`config.mk`:
```
export PLATFORM = sky130hd
export DESIGN_NAME = mem_access_unit
export DESIGN_NICKNAME = d
export VERILOG_FILES = /design/src/rtl/mem_pkg.sv /design/src/rtl/mem_wait_counter.sv /design/src/rtl/mem_access_unit.sv
export SDC_FILE = /design/constraint.sdc
export NUM_CORES = 1
export LEC_CHECK = 0
export ABC_AREA = 1
export CELL_PAD_IN_SITES_DETAIL_PLACEMENT = 0
export CELL_PAD_IN_SITES_GLOBAL_PLACEMENT = 1
export CORE_ASPECT_RATIO = 1.1
export CORE_UTILIZATION = 31
export CTS_CLUSTER_SIZE = 24
export DETAILED_ROUTE_END_ITERATION = 7
export PLACE_DENSITY = 0.79
export RECOVER_POWER = 100
export SLEW_MARGIN = 0
export SYNTH_ARGS = -nofsm -noshare
export SYNTH_HDL_FRONTEND = slang
export SYNTH_HIERARCHICAL = 1
export SYNTH_SLANG_ARGS = --single-unit
export TNS_END_PERCENT = 50
```
`constraint.sdc`:
```
create_clock -name clk -period 3.05 [get_ports clk]
set_input_delay 0.305 -clock clk [delete_from_list [all_inputs] [get_ports clk]]
set_output_delay 0.305 -clock clk [all_outputs]
set_load 0.05 [all_outputs]
```
`src/rtl/mem_pkg.sv`:
```
// Shared types and widths for the memory stage.
// Pure declarations: no logic, no latency.
// Used by mem_access_unit and its testbench.
package mem_pkg;

    localparam int WORD_W     = 16;
    localparam int REG_ADDR_W = 4;

    typedef enum logic [1:0] {
        IDLE = 2'd0,
        BUSY = 2'd1,
        DONE = 2'd2
    } mem_state_t;

endpackage

```
`src/rtl/mem_wait_counter.sv`:
```
// Counts BUSY cycles spent waiting on the data memory.
// One cycle per count. tc is combinational and is high when this enabled cycle brings the count to MAX_WAIT.
// clear has priority over enable. No backpressure.
module mem_wait_counter #(
    parameter int MAX_WAIT = 15
) (
    input  logic clk,
    input  logic rst,
    input  logic clear,
    input  logic enable,
    output logic tc
);

    logic [7:0] count;

    // Wait-cycle counter, held at zero outside an outstanding access
    always_ff @(posedge clk or posedge rst) begin
        if (rst) begin
            count <= 8'd0;
        end else if (clear) begin
            count <= 8'd0;
        end else if (enable) begin
            count <= count + 8'd1;
        end
    end

    // The count before this cycle's increment is MAX_WAIT-1, so this enabled
    // cycle is the MAX_WAIT-th BUSY cycle without an answer.
    assign tc = enable && (count == 8'(MAX_WAIT - 1));

endmodule

```
`src/rtl/mem_access_unit.sv`:
```
// Memory stage: issues a single-cycle req to a variable-latency data memory and freezes upstream until it answers.
// Latency: a memory answer k cycles after req gives k+1 stall cycles. A non-memory op passes through combinationally.
// Timeout after MAX_WAIT BUSY cycles. Define MEM_ALIGN_CHECK_EN to reject odd addresses.
module mem_access_unit
    import mem_pkg::*;
#(
    parameter int MAX_WAIT = 15
) (
    input  logic                  clk,
    input  logic                  rst,
    input  logic                  MEM_MemRead,
    input  logic                  MEM_MemWrite,
    input  logic [WORD_W-1:0]     MEM_addr,
    input  logic [WORD_W-1:0]     MEM_store_data,
    input  logic                  MEM_Reg_Write,
    input  logic [REG_ADDR_W-1:0] MEM_dst_reg,
    output logic                  dmem_req,
    output logic                  dmem_we,
    output logic [WORD_W-1:0]     dmem_addr,
    output logic [WORD_W-1:0]     dmem_wdata,
    input  logic [WORD_W-1:0]     dmem_rdata,
    input  logic                  dmem_valid,
    output logic                  mem_stall,
    output logic                  out_Reg_Write,
    output logic [REG_ADDR_W-1:0] out_dst_reg,
    output logic [WORD_W-1:0]     out_Write_data,
    output logic [WORD_W-1:0]     out_Read_data,
    output logic                  mem_err
);

    mem_state_t        state;
    logic              we_q;
    logic [WORD_W-1:0] addr_q;
    logic [WORD_W-1:0] wdata_q;
    logic [WORD_W-1:0] rdata_q;
    logic              mem_op;
    logic              misaligned;
    logic              issue;
    logic              wait_tc;

    assign mem_op = MEM_MemRead | MEM_MemWrite;

`ifdef MEM_ALIGN_CHECK_EN
    assign misaligned = mem_op & MEM_addr[0];
`else
    assign misaligned = 1'b0;
`endif

    // The request goes out in the same cycle the op is seen in IDLE. It is gated
    // by rst so that nothing leaves the block while reset is held.
    assign issue = (state == IDLE) & mem_op & ~misaligned & ~rst;

    mem_wait_counter #(
        .MAX_WAIT (MAX_WAIT)
    ) u_wait_counter (
        .clk    (clk),
        .rst    (rst),
        .clear  (state != BUSY),
        .enable (state == BUSY),
        .tc     (wait_tc)
    );

    // Access sequencing: capture the request, wait for valid or timeout, then present once
    always_ff @(posedge clk or posedge rst) begin
        if (rst) begin
            state   <= IDLE;
            we_q    <= 1'b0;
            addr_q  <= '0;
            wdata_q <= '0;
            rdata_q <= '0;
            mem_err <= 1'b0;
        end else begin
            case (state)
                IDLE: begin
                    if (misaligned) begin
                        mem_err <= 1'b1;
                    end
                    if (issue) begin
                        we_q    <= MEM_MemWrite;
                        addr_q  <= MEM_addr;
                        wdata_q <= MEM_store_data;
                        state   <= BUSY;
                    end
                end
                BUSY: begin
                    if (dmem_valid) begin
                        if (!we_q) begin
                            rdata_q <= dmem_rdata;
                        end
                        state <= DONE;
                    end else if (wait_tc) begin
                        mem_err <= 1'b1;
                        rdata_q <= '0;
                        state   <= DONE;
                    end
                end
                DONE: begin
                    // The frozen instruction is presented this cycle. The next one is taken in IDLE.
                    state <= IDLE;
                end
                default: begin
                    state <= IDLE;
                end
            endcase
        end
    end

    // Memory port: live fields on the issue cycle, captured fields afterwards
    always_comb begin
        dmem_req   = issue;
        dmem_we    = (state == IDLE) ? MEM_MemWrite   : we_q;
        dmem_addr  = (state == IDLE) ? MEM_addr       : addr_q;
        dmem_wdata = (state == IDLE) ? MEM_store_data : wdata_q;
    end

    // MEM/WB fields. A bubble is inserted on every stalled or rejected cycle.
    always_comb begin
        mem_stall      = issue | (state == BUSY);
        out_Reg_Write  = ((state == IDLE) & ~mem_op & ~rst) |
                         ((state == DONE) & MEM_Reg_Write);
        out_dst_reg    = MEM_dst_reg;
        out_Write_data = MEM_addr;
        out_Read_data  = (state == DONE) ? rdata_q : '0;
    end

endmodule

```
==> out/qor.yml <==
status:
  status: "finished, violations left"
  violations: "max-capacitance violations, max-slew violations"
pwr:
  max-vdd-ir-drop_v: 0.000335
  power.density_mw_per_mm2: 808
  leakage_nw: 2.37
  power_w: 0.00379
sta:
  hold_violations: 0
  worstMarginPinSlew_ns: 1.63
  rsz0062_at_grt: "no"
  skew_ns: 0.00516
  setup_viol: 0
  timing.final.crit_share_pct: 89.1
  setup_tns_ns: 0
  relSlewSlack_pct: -8.79
  fmax_mhz: 368
  drv_slew: 37
  whs_ns: 0.457
  period_needed_ns: 2.72
global_route:
  grt_usage_pct: 17.8
  grt_pass1_vias: 3263
  grt_pass1_wl_um: 15900
  overflow: 0
  grt_max_degree: 50
  antenna_found_initial: 0
floorplanning:
  fp.dieArea_mm2: 0.0114
  die-width_um: 102
  die_h_um: 112
  io_pins: 131
  start_util_pct: 32.3
  std_cell_rows: 39
  coreArea_mm2: 0.0105
cells_and_area:
  final_nets: 620
  diodes: 0
  final_cell_mix: "nand2_1, dfrtp_1, clkdlybuf4s50_1"
  final_common_cell: "nand2_1"
  drive_gt1_share_pct: 10.1
  area_growth_pct: 38.0
  final_cell_area_mm2: 0.00470
worst_setup_path:
  crit_top_cell: "nand2_1"
  cp-end-kind: "output pin"
  crit_chain: "nor2_4 -> clkbuf_2 -> nand2_1 -> nand2_1 -> clkbuf_1"
  cp_data_arrival_time_ns: 2.41
  crit_path_start_kind: "register"
  criticalPathCategory: "register to output pin"
  crit_slowest_cell: "dfrtp_1"
  path_delay_family: "buffers and inverters"
  crit_required_ns: 2.74
  crit_fanout: 36
  crit_buf_inv: 2
  worst_path_largest_cell_delay_ns: 0.64
logic_synthesis:
  ys_seq_elements: 60
  ys_seq_area_share_pct: 44.1
  synth-xor-area-share_pct: 0
  synth_compound_area_share_pct: 6.54
  synth_mux_area_share_pct: 0
  syn-mean-instance-area_um2: 7.33
  synth_top_family_by_area: "simple AND/OR/NAND/NOR gates"
  syn_nets: 524
  yosys_warnings: 6
  synth_cells: 464
  syn_area_mm2: 0.00340
  synth_fa_ha_area_share_pct: 0.735
  ys_types: 25
  yosys.area_share.simple_pct: 36.2
worst_hold_path:
  hold_path.class: "input pin to async pin"
drt:
  route.detailed.drc: 0
  via_count: 3352
  wirelength_um: 9540
  ant_nets: 0
  drtPass1Iterations: 4
  top_layer: "met4"
  met3RoutedLength_um: 466
  dr_wl_met2_um: 4740
  dr.first_iter.drc_count: 153
  drt-met1-wl_um: 4180
  wl_per_cell_um: 13.5
  vias_per_cell: 4.75
flow_run:
  cap_violations: 1
placed_design:
  placed_area_mm2: 0.00511
  dpl.hpwl_um: 6650
  gp_congestion: 0.745
  port-buffer-count: 122
cts:
  postCtsSetupRepairBufs: 0
  root_buffer: "clkbuf_16"
  tritoncts.num_buffers: 9
  cts.sinks: 60
  path_clk_slew_ns: 0.05
  clock_latency_ns: 0.32
  cts_resized: 0
  cts_buffer_depth: 2
  htreeDepth: 3
  cts_tree: "done"
  holdBufCountCts: 0
-- worst reg2reg max path: cells and delay by family, from the launching register on --
family	cells	cell delay [ns]
buf+inv	2	0.90
flops	1	0.64
simple gates	4	0.63
-- path summary, 6_finish.rpt --
| path | cells after the start | from | end | slack, ns |
|---|---|---|---|---|
| setup reg to reg | 6 | state[1]$_DFFE_PP0P_ | wdata_q[4]$_DFFE_PP0P_ | 0.76 |
| min in group clk | 2 | addr_q[2]$_DFFE_PP0P_ | addr_q[2]$_DFFE_PP0P_ | 0.46 |
| setup / recovery | 5 | state[1]$_DFFE_PP0P_ | dmem_addr[6] | 0.33 |
| hold / removal | 2 | rst | u_wait_counter/count[1]$_DFFE_PP0P_ | 0.46 |
| hold reg to reg | 2 | addr_q[2]$_DFFE_PP0P_ | addr_q[2]$_DFFE_PP0P_ | 0.46 |
| max in group asynchronous | 3 | rst | wdata_q[15]$_DFFE_PP0P_ | 0.91 |
-- stage by stage --
step	utilization [%]	std cells	setup slack, ns
2_1_floorplan	-	464	0.498
3_3_place_gp	48.5	692	0.824
3_5_place_dp	48.5	692	0.723
4_1_cts	51.1	706	0.374
5_1_grt	44.6	706	0.0982
6_report	44.6	706	0.333
-- per-layer routing --
metal / GRT usage (%) / vias to the layer above
met4: 5.33 / 0
met3: 4.65 / 13
met2: 29.1 / 83
met5: 0 / -
met1: 22.8 / 1597
li1: - / 1659
-- kinds of logic (layout without fill, tap and decap cells) --
family / Yosys count / count (layout)
flip-flops: 60 / 60
buffers and inverters: 83 / 182
adder cells (fa/ha/maj): 2 / 2
AO/OA/AOI/OAI: 44 / 44
AND/OR/NAND/NOR: 275 / 275
-- power by group --
| part | leakage [nW] | internal, W | switching (W) |
|---|---|---|---|
| logic | 1.47 | 0.000457 | 0.00122 |
| registers | 0.764 | 0.00105 | 0.000142 |
| clock network | 0.140 | 0.000602 | 0.000322 |
-- registers in the layout, summed over array words and instances (netlist names) --
name	flops
we_q	1
mem_err	1
u_wait_counter/count	8
rdata_q	16
state	2
wdata_q	16
addr_q	16
-- cells in the mapped netlist, drive strengths merged --
cell type / n / area share [%]
nor4: 1 / 0.18
nand3: 24 / 4.2
ha: 2 / 0.74
clkbuf: 12 / 1.3
buf: 35 / 7.1
nand2: 184 / 20
a21oi: 6 / 0.88
nand4: 34 / 6.2
o21ai: 37 / 5.4
dfrtp: 60 / 44
o21bai: 1 / 0.22
clkinv: 1 / 0.11
nor3: 1 / 0.15
inv: 35 / 3.9
nor2: 31 / 5.1
-- final cells by class --
class                      instances  area [um^2]
clock buffer                      12          267
tap                              143          179
clock inverter                     2         10.0
fill                            1109         5840
sequential                        60         1500
inverter                          36          136
timing repair buffer             132         1130
multi-input combinational        321         1470
Power figures use the tool's default switching activity.
